[src/rtl/fifo_uart_pkg.sv]
// Shared definitions for the FIFO-fed UART transmitter.
// Optional feature macro: UART_TX_PARITY_EN adds an even-parity bit after the data bits.
package fifo_uart_pkg;

    // Transmitter FSM state encoding
    localparam logic [2:0] ST_IDLE  = 3'd0;
    localparam logic [2:0] ST_RD    = 3'd1;
    localparam logic [2:0] ST_CAP   = 3'd2;
    localparam logic [2:0] ST_START = 3'd3;
    localparam logic [2:0] ST_DATA  = 3'd4;
`ifdef UART_TX_PARITY_EN
    localparam logic [2:0] ST_PAR   = 3'd5;
`endif
    localparam logic [2:0] ST_STOP  = 3'd6;

    // Frame lengths in serial bits: start + 8 data (+ parity) + stop
    localparam int unsigned FRAME_BITS_NO_PAR = 10;
    localparam int unsigned FRAME_BITS_PAR    = 11;
`ifdef UART_TX_PARITY_EN
    localparam int unsigned FRAME_BITS = FRAME_BITS_PAR;
`else
    localparam int unsigned FRAME_BITS = FRAME_BITS_NO_PAR;
`endif

    // Level of the serial line whenever no frame is on the wire
    localparam logic IDLE_LEVEL = 1'b1;

`ifdef UART_TX_PARITY_EN
    function automatic logic even_parity(input logic [7:0] data);
        return ^data;
    endfunction
`endif

endpackage

[src/rtl/fifo_uart_baud_gen.sv]
// Bit-period timer: counts CLKS_PER_BIT clocks and pulses bit_end on the last one.
// Held at zero while clear is high so a frame always starts on a fresh bit period.
// Optional feature macro UART_TX_PARITY_EN does not affect this block.
module fifo_uart_baud_gen #(
    parameter int unsigned CLKS_PER_BIT = 16
) (
    input  logic CLK,
    input  logic RSTn,
    input  logic clear,
    output logic bit_end
);

    localparam int unsigned CNT_W = $clog2(CLKS_PER_BIT);
    localparam logic [CNT_W-1:0] CNT_LAST = CNT_W'(CLKS_PER_BIT - 1);

    logic [CNT_W-1:0] cnt;

    // Baud counter: wraps to 0 at the end of each bit period
    always_ff @(posedge CLK or negedge RSTn) begin
        if (!RSTn) begin
            cnt <= '0;
        end else if (clear || bit_end) begin
            cnt <= '0;
        end else begin
            cnt <= cnt + CNT_W'(1);
        end
    end

    // End-of-bit strobe, suppressed while the timer is held clear
    always_comb begin
        bit_end = !clear && (cnt == CNT_LAST);
    end

endmodule

[src/rtl/fifo_uart_tx.sv]
// UART transmitter that pops bytes from an upstream synchronous FIFO.
// Sequence per byte: IDLE -> RD (pop) -> CAP (latch data) -> START -> DATA x8 -> STOP.
// Optional feature macro: UART_TX_PARITY_EN inserts an even-parity bit (PAR) before STOP.
module fifo_uart_tx
    import fifo_uart_pkg::*;
#(
    parameter int unsigned CLKS_PER_BIT = 16
) (
    input  logic       CLK,
    input  logic       RSTn,
    input  logic       empty,
    input  logic [7:0] fifo_data,
    output logic       read,
    output logic       tx,
    output logic       busy
);

    logic [2:0] state;
    logic [2:0] state_next;
    logic [7:0] shreg;
    logic [2:0] bit_cnt;
    logic       bit_end;
    logic       baud_clear;
`ifdef UART_TX_PARITY_EN
    logic       parity;
`endif

    // Timer only runs while a frame is on the wire
    always_comb begin
        baud_clear = (state == ST_IDLE) || (state == ST_RD) || (state == ST_CAP);
    end

    fifo_uart_baud_gen #(
        .CLKS_PER_BIT (CLKS_PER_BIT)
    ) u_baud_gen (
        .CLK     (CLK),
        .RSTn    (RSTn),
        .clear   (baud_clear),
        .bit_end (bit_end)
    );

    // Next-state decode
    always_comb begin
        state_next = state;
        case (state)
            ST_IDLE:  if (!empty) state_next = ST_RD;
            ST_RD:    state_next = ST_CAP;
            ST_CAP:   state_next = ST_START;
            ST_START: if (bit_end) state_next = ST_DATA;
            ST_DATA: begin
                if (bit_end && (bit_cnt == 3'd7)) begin
`ifdef UART_TX_PARITY_EN
                    state_next = ST_PAR;
`else
                    state_next = ST_STOP;
`endif
                end
            end
`ifdef UART_TX_PARITY_EN
            ST_PAR:   if (bit_end) state_next = ST_STOP;
`endif
            ST_STOP:  if (bit_end) state_next = ST_IDLE;
            default:  state_next = ST_IDLE;
        endcase
    end

    // State register
    always_ff @(posedge CLK or negedge RSTn) begin
        if (!RSTn) begin
            state <= ST_IDLE;
        end else begin
            state <= state_next;
        end
    end

    // Shift register and bit counter: load in CAP, shift right at each data bit end
    always_ff @(posedge CLK or negedge RSTn) begin
        if (!RSTn) begin
            shreg   <= '0;
            bit_cnt <= '0;
        end else if (state == ST_CAP) begin
            shreg   <= fifo_data;
            bit_cnt <= '0;
        end else if ((state == ST_DATA) && bit_end) begin
            shreg   <= {1'b0, shreg[7:1]};
            bit_cnt <= bit_cnt + 3'd1;
        end
    end

`ifdef UART_TX_PARITY_EN
    // Parity is taken from the byte as captured, before shifting destroys it
    always_ff @(posedge CLK or negedge RSTn) begin
        if (!RSTn) begin
            parity <= 1'b0;
        end else if (state == ST_CAP) begin
            parity <= even_parity(fifo_data);
        end
    end
`endif

    // Outputs decoded from state; reset forces IDLE so tx goes high asynchronously
    always_comb begin
        tx = IDLE_LEVEL;
        case (state)
            ST_START: tx = 1'b0;
            ST_DATA:  tx = shreg[0];
`ifdef UART_TX_PARITY_EN
            ST_PAR:   tx = parity;
`endif
            default:  tx = IDLE_LEVEL;
        endcase
        read = (state == ST_RD);
        busy = (state != ST_IDLE);
    end

endmodule

[config.mk]
export PLATFORM = sky130hd
export DESIGN_NAME = fifo_uart_tx
export DESIGN_NICKNAME = d
export VERILOG_FILES = /design/src/rtl/fifo_uart_pkg.sv /design/src/rtl/fifo_uart_baud_gen.sv /design/src/rtl/fifo_uart_tx.sv
export SDC_FILE = /design/constraint.sdc
export NUM_CORES = 1
export LEC_CHECK = 0
export CORE_UTILIZATION = 51
export DETAILED_ROUTE_END_ITERATION = 10
export PLACE_DENSITY = 0.76
export SYNTH_ARGS = -nofsm -noshare
export SYNTH_HDL_FRONTEND = slang
export SYNTH_HIERARCHICAL = 1
export SYNTH_SLANG_ARGS = --single-unit
[constraint.sdc]
create_clock -name CLK -period 2.47 [get_ports CLK]
set_input_delay 0.3705 -clock CLK [delete_from_list [all_inputs] [get_ports CLK]]
set_output_delay 0.3705 -clock CLK [all_outputs]
set_load 0.03 [all_outputs]
## After elaboration in Yosys (flattened, before gate mapping)

Cells that the tools add are included.

| cells by class | value |
|---|---|
| $add $sub $neg | 2 |
| equal/unequal tests | 11 |
| mux-type cells | 11 |
| reduce and logical (&&, ||, !) cells | 11 |

Operators by type and width:

| cell | number |
|---|---|
| $mux 3 | 6 |
| $pmux 3 s6 | 1 |
| $mux 8 | 2 |
| $eq 3x3->1 const B | 3 |
| $ne 2x2->1 const B | 4 |
| $eq 3x2->1 const B | 2 |
| $add 4x1->4 const B | 1 |
| $eq 4x4->1 const B | 1 |
| $mux 4 | 1 |
| $reduce_and 4->1 | 1 |
| $add 3x1->3 const B | 1 |
| $eq 3x1->1 const B | 1 |
| $logic_and 1x1->1 | 3 |
| $logic_not 3->1 | 1 |
| $logic_or 1x1->1 | 3 |
| $reduce_bool 3->1 | 1 |
| $pmux 1 s2 | 1 |
| $reduce_bool 2->1 | 1 |
| $logic_not 1->1 | 1 |

| storage, ports and cells | value |
|---|---|
| flip-flop bits (word level) | 18 |
| input bits | 11 |
| output and inout port bits | 3 |
| word-level logic and storage cells | 39 |

## Depth between registers and ports, before layout

| logic depth | value |
|---|---|
| depth in word-level cells | 8 |
| depth in mapped cells | 7 |
| mapped depth without buffers | 6 |

## Hierarchy

Netlist, hierarchy kept.

By module, submodules not included:

| module | times used | cells each | area each (µm²) | seq. area each (µm²) |
|---|---|---|---|---|
| fifo_uart_tx | 1 | 67 | 728.2 | 350.3 |
| fifo_uart_baud_gen | 1 | 15 | 175.2 | 100.1 |

## Worst setup path after synthesis

Ideal clock, no wire load.

| path | value |
|---|---|
| path kind | reg2reg |
| start point | reg state[0] |
| end point | reg shreg[4] |
| library setup time | 0.139 ns |
| arrival | 1.567 ns |
| data required time | 2.331 ns |
| path slack | 0.763 ns |
| cell stages (with the launch flop) | 8 |
| buffers on the path | 2 |
| period minus slack after synthesis | 1.707 ns |
| cells stage by stage | dfrtp_1 > buf_2 > a21oi_1 > nor2_1 > and4bb_1 > buf_6 > nor3_1 > a221oi_2 |

| between the ends | value |
|---|---|
| cells in the longest elaborated chain, start to end | 7 |
| elaborated cells on any way between the ends | 11 |
| classes of those cells | 3 x eq/ne; 1 x mux; 7 x reduce/logical |

RTL lines:

| item | line | text |
|---|---|---|
| start: declaration | fifo_uart_tx.sv:18 | `logic [2:0] state;` |
| start signal: assignment | fifo_uart_tx.sv:72 | `state <= state_next;` |
| $eq 3x1->1 / $logic_not 3->1 (equally long branches) | fifo_uart_tx.sv:30 | `baud_clear = (state == ST_IDLE) \|\| (state == ST_RD) \|\| (state == ST_CAP);` |
| $logic_or 1x1->1 | fifo_uart_tx.sv:30 |  |
| $logic_or 1x1->1 (*) | fifo_uart_tx.sv:30 |  |
| net baud_clear | fifo_uart_tx.sv:23 | `logic baud_clear;` |
| $logic_not 1->1 (*) | fifo_uart_baud_gen.sv:31 | `bit_end = !clear && (cnt == CNT_LAST);` |
| $logic_and 1x1->1 (*) | fifo_uart_baud_gen.sv:31 |  |
| net bit_end | fifo_uart_tx.sv:22 | `logic bit_end;` |
| $logic_and 1x1->1 (*) | fifo_uart_tx.sv:84 | `end else if ((state == ST_DATA) && bit_end) begin` |
| $reduce_bool 2->1 (no line) (*) | n/a |  |
| end signal: assignment | fifo_uart_tx.sv:82 | `shreg <= fifo_data;` |
| end signal: assignment | fifo_uart_tx.sv:85 | `shreg <= {1'b0, shreg[7:1]};` |
| end: declaration | fifo_uart_tx.sv:20 | `logic [7:0] shreg;` |

The timed path passes the listed nets; every way through them passes the cells marked *.
A chain may end at the register's enable or synchronous reset.

## Worst setup path in the final report

| path | value |
|---|---|
| start point | reg state[0] |
| end point | out tx |

| between the ends | value |
|---|---|
| cells in the longest elaborated chain, start to end | 2 |
| elaborated cells on any way between the ends | 3 |
| classes of those cells | 2 x eq/ne; 1 x mux |

RTL lines:

| item | line | text |
|---|---|---|
| $eq 3x3->1 / $eq 3x2->1 (equally long branches) | fifo_uart_tx.sv:104 | `case (state)` |
| $pmux 1 s2 (*) | fifo_uart_tx.sv:104 |  |
| end: declaration | fifo_uart_tx.sv:14 | `output logic tx,` |

Mark *: on every way between the ends. The rest lies on a longest branch, timed or not.

==> run metrics <==
status complete, but fails checks; failing checks design-rule violations; first-pass GRT wire length 2.78 mm; grt ovf 0; FMAX ~0.45 GHz; gr usage total 20.4%; drt wl/cell about 14 um; FP Rows 14; cell area after synthesis approximately 900 um^2; Placed Area 0.00102 mm^2; Vias 622; Synth top area share 49.9%; non-filler cells, final approximately 110; final total power between 1 and 1.5 mW; asr flop ratio synth 100%; area delta synth->final 17.5%; EDFF count, synth 0; Setup Buffers After CTS 0; slew margin rel. 49.0%; Tmin final 2.21 ns; worst slew pin tran between 0.7 and 0.8 ns; Synth cell types 32; Die H 44.1 um; DRT antenna net count 0; n_diodes 0; Yosys reg bits 18; critical path capture point type primary output; Seq/Total Area, Yosys between 40% and 50%; busiest grt layer met2; Final #Nets 110; CP Class reg2out; Initial Util between 50% and 60%; Placer Congestion around 0.79; max_cap viols 0; die width between 40 and 50 um; Final Hold Vio Count 0; worst-skew pair later-pin latency 0.29 ns; synthesized net count 96; GRT met3 Usage between 4 and 5%; CTS tree built; I/O pin cnt 14; synthesized netlist cell count a little over 80; clock root cell clkbuf_4; Setup TNS 0 ns; final critical-path share of the clock period between 80% and 90%; post_cts resized 0; Max Root-Sink Buffers 2; top post-synthesis cells by area dfrtp_1 (50%), mux2i_1 (5.5%), ha_1 (4.2%); core area between 0.0015 and 0.002 mm^2; Post-DP HPWL approximately 1.1 mm; Max VDD drop a little under 0.0009 V; Synth area leader dfrtp_1; Syn. warnings 6; drt drc 1; vias in the first global route roughly 610; Hold-fix buffers, CTS 0; number of buffers added on ports 13; power per cell area about 1100 mW/mm^2; Mean Syn Cell Area ~11 um^2; top_reg_cell synth dfrtp_1; Startpoint Class flop; proportion of layout cells with a drive suffix above 1 9.47%; Design Area, Final ~0.0011 mm^2; 1st-pass router iterations 7; Max Slew Vio Count 0; most common cell after layout, fill and taps aside dfrtp_1; largest net degree at the start of global routing 19; worst-path cell chain nor2b_1 -> a21oi_1 -> clkdlybuf4s50_1; Vias/cell roughly 5.6; Data required, critical path approximately 2.1 ns; most frequent cells in the layout dfrtp_1 (18), clkdlybuf4s50_1 (13), nand2_1 (7); Final setup viols 0; CP arrival ~1.8 ns; Pleak about 0.46 nW; met1 GRT Util ~28%; die area between 0.0015 and 0.002 mm^2; clk sink count 18; unrepaired setup endpoints after global routing no; Clock Pin Slew Worst Setup and Hold Paths 0.10 ns; Total Wirelength around 1.5 mm; DRT iter0 DRCs 12; Cell Count Post-Placement between 100 and 150; clk_skew approximately 0.0044 ns; CTS Buf Count 3; M2 GR Usage 29.7%; H-tree depth 1; CP peak stage delay 0.68 ns; Max FO, Critical Path 12; critical path's slowest cell clkdlybuf4s50_1; initial antenna violation count 0; min-delay worst type reg2reg
## logic make-up after synthesis
kind of cell,after synthesis,synth area share (%)
adders and majority gates,4,5.26
buffers and inverters,7,4.85
muxes,6,6.79
and+or+nand+nor,26,17.2
DFF,18,49.9
xor gates and xnor gates,1,0.970
AOI/OAI and AO/OA,20,15.1
## Yosys cell counts (2+ instances only)
library cell	number
a21oi_1	4
buf_2	2
ha_1	3
o21ai_1	5
a22o_1	4
dfrtp_1	18
nor2b_1	2
a31oi_1	2
nand2_1	7
a21o_1	2
buf_4	2
inv_1	2
mux2i_1	5
nor3_1	2
nor2_1	5
## flip-flops by register name, indices dropped and copies added (netlist names)
name and count:
bit_cnt 3, shreg 8, state 3, u_baud_gen/cnt 4
## worst max-delay path: cells and delay by family, from the launching register on
family,cells,cell delay [ns]
buf+inv,1,0.68
flops,1,0.52
simple gates,1,0.20
compound gates,1,0.15
## per-layer routing
| metal | share of wire, % | vias up |
|---|---|---|
| li1 | - | 321 |
| met5 | 0 | - |
| met2 | 45 | 13 |
| met3 | 3.6 | 2 |
| met1 | 50 | 286 |
| met4 | 1.6 | 0 |
## path summary, 6_finish.rpt
| check | start | endpoint | slack (ns) | depth (start not counted) |
|---|---|---|---|---|
| worst max-delay path | state[0]$_DFFE_PN0P_ | tx | 0.26 | 3 |
| worst min-delay path | shreg[2]$_DFFE_PN0P_ | shreg[2]$_DFFE_PN0P_ | 0.50 | 1 |
| worst max register to register | state[0]$_DFFE_PN0P_ | shreg[5]$_DFFE_PN0P_ | 0.46 | 6 |
| worst min register to register | shreg[2]$_DFFE_PN0P_ | shreg[2]$_DFFE_PN0P_ | 0.50 | 1 |
| max in group asynchronous | RSTn | shreg[5]$_DFFE_PN0P_ | 1.47 | 1 |
| min in group asynchronous | RSTn | state[2]$_DFFE_PN0P_ | 0.52 | 1 |
## metrics by stage
| stage | utilization, % | hold slack, ns | setup WS, ns |
|---|---|---|---|
| 2_1_floorplan | - | 0.0749 | 0.763 |
| 3_3_place_gp | 65.0 | 0.468 | 0.555 |
| 4_1_cts | 67.3 | 0.500 | 0.261 |
| 6_report | 67.3 | 0.501 | 0.263 |
| 3_5_place_dp | 65.0 | 0.470 | 0.476 |
| 5_1_grt | 67.3 | 0.526 | 0.127 |
## area by class of cell
type | instances | area [um^2]
well taps | 16 | 20.0
flip-flops and latches | 18 | 450
multi-input cells | 57 | 409
fillers | 124 | 515
inverters | 2 | 7.51
repair buffers | 14 | 138
clock buffers | 4 | 36.3
## power breakdown
| part | switching [mW] | leakage (nW) | internal [mW] | total (mW) |
|---|---|---|---|---|
| clock network | 0.0876 | 0.0210 | 0.0897 | 0.177 |
| registers | 0.118 | 0.220 | 0.411 | 0.528 |
| logic | 0.227 | 0.222 | 0.223 | 0.450 |
No activity file was read; power rests on OpenSTA's default activity.
